[config.mk]
export PLATFORM = sky130hd
export DESIGN_NAME = modulo_reservatorio_rolhas
export DESIGN_NICKNAME = d
export VERILOG_FILES = /design/src/rtl/modulo_reservatorio_rolhas.sv
export SDC_FILE = /design/constraint.sdc
export NUM_CORES = 1
export LEC_CHECK = 0
export CELL_PAD_IN_SITES_DETAIL_PLACEMENT = 0
export CELL_PAD_IN_SITES_GLOBAL_PLACEMENT = 1
export CORE_MARGIN = 5
export CORE_UTILIZATION = 36
export DETAILED_ROUTE_END_ITERATION = 7
export GPL_TIMING_DRIVEN = 0
export HOLD_SLACK_MARGIN = 0.06
export PLACE_DENSITY = 0.75
export SYNTH_ARGS = -nofsm -noshare
export SYNTH_HDL_FRONTEND = slang
export SYNTH_SLANG_ARGS = --single-unit
[constraint.sdc]
create_clock -name clk -period 6.8 [get_ports clk]
set_input_delay 1.36 -clock clk [delete_from_list [all_inputs] [get_ports clk]]
set_output_delay 1.36 -clock clk [all_outputs]
set_load 0.03 [all_outputs]
[src/rtl/modulo_reservatorio_rolhas.sv]
`default_nettype none
// +----------------------------------------------------------------------------+
// | Module   : modulo_reservatorio_rolhas                                       |
// | Purpose  : Cork supply manager. Keeps a reserve stock (operator add/remove)|
// |            and a dispenser stock (consumed by sealing). It refills the     |
// |            dispenser from the reserve one cork per clock while it is low.  |
// | Revision : 1.0  initial release                                             |
// +----------------------------------------------------------------------------+
module modulo_reservatorio_rolhas #(
    parameter int W         = 7,
    parameter int CAP_MAIN  = 99,
    parameter int CAP_RES   = 99,
    parameter int MIN_MAIN  = 5,
    parameter int REFILL_TO = 20
) (
    input  logic         clk,
    input  logic         Nclr,
    input  logic         op_valid,
    input  logic         op_sub,
    input  logic [W-1:0] op_qty,
    input  logic         consume,
    output logic         op_ack,
    output logic         op_err,
    output logic [W-1:0] main_count,
    output logic [W-1:0] res_count,
    output logic         ro,
    output logic         low,
    output logic         xfer_busy
);

    // Thresholds carried one bit wider so all count arithmetic is overflow-free
    localparam logic [W:0] c_cap_main  = (W+1)'(CAP_MAIN);
    localparam logic [W:0] c_cap_res   = (W+1)'(CAP_RES);
    localparam logic [W:0] c_min_main  = (W+1)'(MIN_MAIN);
    localparam logic [W:0] c_refill_to = (W+1)'(REFILL_TO);

    typedef enum logic [1:0] {
        S_IDLE     = 2'd0,
        S_OP_APPLY = 2'd1,
        S_XFER     = 2'd2
    } state_t;

    state_t         r_state;
    state_t         w_state_next;

    logic           r_op_prev;
    logic           r_cap_sub;
    logic [W-1:0]   r_cap_qty;
    logic           r_pend;

    logic           w_op_edge;
    logic [W:0]     w_main_ext;
    logic [W:0]     w_res_ext;
    logic [W:0]     w_sum;
    logic           w_inc;
    logic           w_dec;
    logic [W:0]     w_main_next;
    logic [W:0]     w_res_next;
    logic           w_ack_next;
    logic           w_err_next;
    logic           w_cap_load;
    logic           w_pend_next;
    logic           w_xfer_done;

    assign w_op_edge  = op_valid & ~r_op_prev;
    assign w_main_ext = {1'b0, main_count};
    assign w_res_ext  = {1'b0, res_count};
    assign w_sum      = w_res_ext + {1'b0, r_cap_qty};

    // A cork moves only while transferring, with reserve stock and dispenser room left
    assign w_inc = (r_state == S_XFER) && (res_count != '0)
                && (w_main_ext < c_refill_to) && (w_main_ext < c_cap_main);
    // Sealing takes one cork per cycle; an empty dispenser ignores it
    assign w_dec = consume && (main_count != '0);
    assign w_main_next = w_main_ext + {{W{1'b0}}, w_inc} - {{W{1'b0}}, w_dec};

    // State register
    always_ff @(posedge clk or negedge Nclr) begin
        if (!Nclr) begin
            r_state <= S_IDLE;
        end else begin
            r_state <= w_state_next;
        end
    end

    // Next state, reserve update and response pulses
    always_comb begin
        w_state_next = r_state;
        w_res_next   = w_res_ext;
        w_ack_next   = 1'b0;
        w_err_next   = 1'b0;
        w_cap_load   = 1'b0;
        w_pend_next  = r_pend;
        w_xfer_done  = 1'b0;
        case (r_state)
            S_IDLE: begin
                // Operator request wins over starting a refill
                if (w_op_edge) begin
                    w_cap_load   = 1'b1;
                    w_state_next = S_OP_APPLY;
                end else if (low && (res_count != '0)) begin
                    w_state_next = S_XFER;
                end
            end
            S_OP_APPLY: begin
                if (r_cap_sub) begin
                    if ({1'b0, r_cap_qty} > w_res_ext) begin
                        w_err_next = 1'b1;
                    end else begin
                        w_res_next = w_res_ext - {1'b0, r_cap_qty};
                        w_ack_next = 1'b1;
                    end
                end else begin
                    if (w_sum > c_cap_res) begin
                        w_err_next = 1'b1;
                    end else begin
                        w_res_next = w_sum;
                        w_ack_next = 1'b1;
                    end
                end
                // A request arriving as a queued one is applied is chained behind it
                if (w_op_edge) begin
                    w_cap_load   = 1'b1;
                    w_state_next = S_OP_APPLY;
                end else begin
                    w_state_next = S_IDLE;
                end
            end
            S_XFER: begin
                if (w_inc) begin
                    w_res_next = w_res_ext - {{W{1'b0}}, 1'b1};
                end
                // Single pending slot: a second request while one waits is rejected
                if (w_op_edge) begin
                    if (r_pend) begin
                        w_err_next = 1'b1;
                    end else begin
                        w_cap_load  = 1'b1;
                        w_pend_next = 1'b1;
                    end
                end
                w_xfer_done = (w_main_next >= c_refill_to) || (w_res_next == '0)
                           || (w_main_next >= c_cap_main);
                if (w_xfer_done) begin
                    if (w_pend_next) begin
                        w_pend_next  = 1'b0;
                        w_state_next = S_OP_APPLY;
                    end else begin
                        w_state_next = S_IDLE;
                    end
                end
            end
            default: begin
                w_state_next = S_IDLE;
            end
        endcase
    end

    // Registered counts, flags and operand capture
    always_ff @(posedge clk or negedge Nclr) begin
        if (!Nclr) begin
            r_op_prev  <= 1'b1;
            r_cap_sub  <= 1'b0;
            r_cap_qty  <= '0;
            r_pend     <= 1'b0;
            main_count <= '0;
            res_count  <= '0;
            ro         <= 1'b1;
            low        <= (MIN_MAIN != 0);
            op_ack     <= 1'b0;
            op_err     <= 1'b0;
            xfer_busy  <= 1'b0;
        end else begin
            r_op_prev  <= op_valid;
            if (w_cap_load) begin
                r_cap_sub <= op_sub;
                r_cap_qty <= op_qty;
            end
            r_pend     <= w_pend_next;
            main_count <= w_main_next[W-1:0];
            res_count  <= w_res_next[W-1:0];
            ro         <= (w_main_next == '0);
            low        <= (w_main_next < c_min_main);
            op_ack     <= w_ack_next;
            op_err     <= w_err_next;
            xfer_busy  <= (w_state_next == S_XFER);
        end
    end

endmodule
`default_nettype wire

==> flow_metrics.env <==
export IMPL_cts_num_sinks=31
export IMPL_core_area_um2=7650
export IMPL_postCtsHoldBufs=0
export IMPL_via_per_inst=5.25
export IMPL_rsz0062_at_grt="no"
export IMPL_fin_skew_ns=0.00297
export IMPL_cts_path_max_buffers=2
export IMPL_pre_cts_ws_ns=2.28
export IMPL_dpl_hpwl_um=5460
export IMPL_status="completed"
export IMPL_synth_xor_area_share_pct=3.43
export IMPL_r2r_end="xfer_busy$_DFF_PN0_"
export IMPL_cp_end_kind="flip-flop"
export IMPL_place_congestion=0.810
export IMPL_crit_arrival_ns=4.67
export IMPL_synth_area_top_cells="dfrtp_1 (25%), ha_1 (16%), inv_1 (4.7%)"
export IMPL_synth_mux_area_share_pct=1.83
export IMPL_cts_clk_slew_worst_paths_ns=0.07
export IMPL_drive_above_1_share_pct=6.27
export IMPL_drt_wirelength_per_cell_um=14.8
export IMPL_synth_edf_count=0
export IMPL_design_area_um2=3310
export IMPL_synthArstFlopShare_pct=100
export IMPL_timing_final_crit_period_ns=4.50
export IMPL_synth_seq_area_share_pct=27.8
export IMPL_wl_met3_um=158
export IMPL_insertion_delay_ns=0.28
export IMPL_synth_compound_area_share_pct=23.8
export IMPL_antenna_cells=0
export IMPL_syn_inst=329
export IMPL_ys_ff_latch=31
export IMPL_place_area_um2=3230
export IMPL_min_path_cells=1
export IMPL_netlist_top_cell_by_area="dfrtp_1"
export IMPL_dr_wl_met2_um=3550
export IMPL_pin_count=31
export IMPL_tns_ns=0
export IMPL_drv_cap=0
export IMPL_r2r_cells=20
export IMPL_nFillCells=781
export IMPL_worstReg2RegStart="r_state[0]$_DFF_PN0_"
export IMPL_port_buffers=30
export IMPL_num_rows=32
export IMPL_critical_path_required_ns=6.97
export IMPL_fmax_mhz=222
export IMPL_numCtsBuffers=5
export IMPL_grt_max_degree=32
export IMPL_cts_tree="done"
export IMPL_syn_num_nets=379
export IMPL_vias=2464
export IMPL_die_area_um2=9670
export IMPL_hold_path_class="flip-flop to flip-flop"
export IMPL_worstPathCellList="inv_1 -> ha_1 -> clkbuf_1 -> nand2_1 -> a211oi_1 -> a21boi_2 -> nand2_1 -> clkbuf_1 -> ha_1 -> inv_1 -> ha_1 -> inv_1 -> fa_1 -> nand2b_1 -> a211oi_1 -> mux2i_1 -> nand2_1 -> nand4_1 -> o221a_1 -> o21a_1"
export IMPL_min_from="r_cap_qty[0]$_DFFE_PN0P_"
export IMPL_synth_simple_area_share_pct=18.0
export IMPL_hold_worst_slack_ns=0.553
export IMPL_track_usage_pct=14.9
export IMPL_ant_nets=0
export IMPL_synthesis_area_um2=2810
export IMPL_die_x_um=98.3
export IMPL_grt_first_pass_wirelength_um=11900
export IMPL_h_tree_depth=2
export IMPL_drc_errors=0
export IMPL_met1_length_um=3140
export IMPL_start_kind="flip-flop"
export IMPL_cts_setup_buffers=0
export IMPL_drt_first_iter_violations=87
export IMPL_layout_setup_ws_ns=2.30
export IMPL_tightest_slew_ns=1.09
export IMPL_slew_limit_headroom_pct=27.0
export IMPL_wl_um=6930
export IMPL_hold_viol=0
export IMPL_crit_type="flip-flop to flip-flop"
export IMPL_yosys_warnings=0
export IMPL_ys_flop_type="dfrtp_1"
export IMPL_root_buffer="clkbuf_8"
export IMPL_grt_pass1_vias=2501
export IMPL_yosysTopAreaCellShare_pct=24.9
export IMPL_area_delta_synth_final_pct=18.0
export IMPL_cp_slowest_cell="dfrtp_1"
export IMPL_finalMaxSlewViolations=0
export IMPL_critPathMaxFanout=10
export IMPL_die_h_um=98.3
export IMPL_ff2ff_setup_slack_ns=2.30
export IMPL_synth_top_family_by_area="compound AO/OA/AOI/OAI gates"
export IMPL_top_layer="met4"
export IMPL_synth_fa_ha_area_share_pct=17.7
export IMPL_avgSynthCellArea_um2=8.54
export IMPL_nNetsFinal=416
export IMPL_setup_viol=0
export IMPL_synth_cell_types=70
export IMPL_antenna_found_initial=0
export IMPL_max_stage_delay_ns=0.43
export IMPL_drt_pre_antenna_iters=4
export IMPL_hold_path_end="r_cap_qty[0]$_DFFE_PN0P_"
export IMPL_finalCritPeriodShare_pct=66.1
export IMPL_start_util_pct=36.7
export IMPL_grt_overflow=0
export IMPL_cts_resized=0
-- layout by cell type (no fill, tap or decap), drive strengths merged, types with 4 or more instances in the layout --
master	n
a21boi	4
nand3	5
clkbuf	13
nor2	24
o22ai	4
buf	7
a21oi	22
o21ai	19
ha	35
a211oi	5
a31oi	4
mux2i	4
a22o	4
inv	35
nand2	25
xnor2	9
nand2b	9
nor3	12
dfrtp	28
clkdlybuf4s50	29
o21a	4
nor2b	5
-- synth_stat cells, drive strengths merged (5+ instances only) --
| master | count |
|---|---|
| ha | 35 |
| inv | 35 |
| dfrtp | 28 |
| nand2 | 25 |
| nor2 | 24 |
| a21oi | 22 |
| o21ai | 19 |
| nor3 | 12 |
| nand2b | 9 |
| xnor2 | 9 |
| buf | 6 |
| clkbuf | 6 |
| a211oi | 5 |
| nand3 | 5 |
| nor2b | 5 |
-- sequential cells by signal (all words and copies together), names as in the netlist --
| signal | count |
|---|---|
| r_state | 2 |
| main_count | 7 |
| op_err | 1 |
| res_count | 7 |
| r_cap_qty | 7 |
| r_pend | 1 |
| op_ack | 1 |
| r_op_prev | 1 |
| xfer_busy | 1 |
| low | 1 |
| ro | 1 |
| r_cap_sub | 1 |
-- metrics by stage --
| stage | util (%) | instances |
|---|---|---|
| 2_1_floorplan | - | 329 |
| 3_3_place_gp | 42.3 | 461 |
| 3_5_place_dp | 42.3 | 461 |
| 4_1_cts | 43.3 | 469 |
| 5_1_grt | 43.3 | 469 |
| 6_report | 43.3 | 469 |
-- per-layer routing --
layer / up-vias / track usage, %
met2: 29 / 26.5
met5: - / 0
met1: 1190 / 18.4
li1: 1237 / -
met4: 0 / 3.47
met3: 8 / 3.07
-- worst max-delay path by stage --
stage / slack, ns / cells after the start / to / startpoint
3_3_place_gp: 2.32 / 15 / xfer_busy$_DFF_PN0_ / consume
3_5_place_dp: 2.28 / 15 / xfer_busy$_DFF_PN0_ / consume
5_1_grt: 1.87 / 20 / xfer_busy$_DFF_PN0_ / r_state[0]$_DFF_PN0_
2_1_floorplan: 2.91 / 18 / xfer_busy$_DFF_PN0_ / main_count[3]$_DFF_PN0_
4_1_cts: 2.26 / 20 / xfer_busy$_DFF_PN0_ / r_state[0]$_DFF_PN0_
6_report: 2.30 / 20 / xfer_busy$_DFF_PN0_ / r_state[0]$_DFF_PN0_
-- area by class of cell --
| cell class | count | area (um^2) | share of cell area, % |
|---|---|---|---|
| Buffer | 12 | 76.3 | 2.30 |
| Inverter | 36 | 135 | 4.08 |
| Tap cell | 102 | 128 | 3.85 |
| Sequential cell | 31 | 779 | 23.5 |
| Timing Repair Buffer | 30 | 295 | 8.91 |
| Multi-Input combinational cell | 250 | 1820 | 54.9 |
| Clock buffer | 7 | 76.3 | 2.30 |
| Clock inverter | 1 | 5.00 | 0.151 |
-- cell families after synthesis --
logic type	after synthesis
xor+xnor	11
buf+inv	48
fa+ha+maj	38
compound gates	96
mux	5
flops	31
simple gates	100
-- critical path, delay by kind of cell (launching register included) --
| family | cells | cell delay, ns |
|---|---|---|
| compound gates | 5 | 1.38 |
| fa+ha+maj | 4 | 1.02 |
| buf+inv | 5 | 0.70 |
| flops | 1 | 0.43 |
| mux | 1 | 0.13 |
| simple gates | 5 | 0.71 |
Power is left out: the tool's default activity adds up to more than one toggle a clock period on the data nets, which glitch-free logic cannot reach.
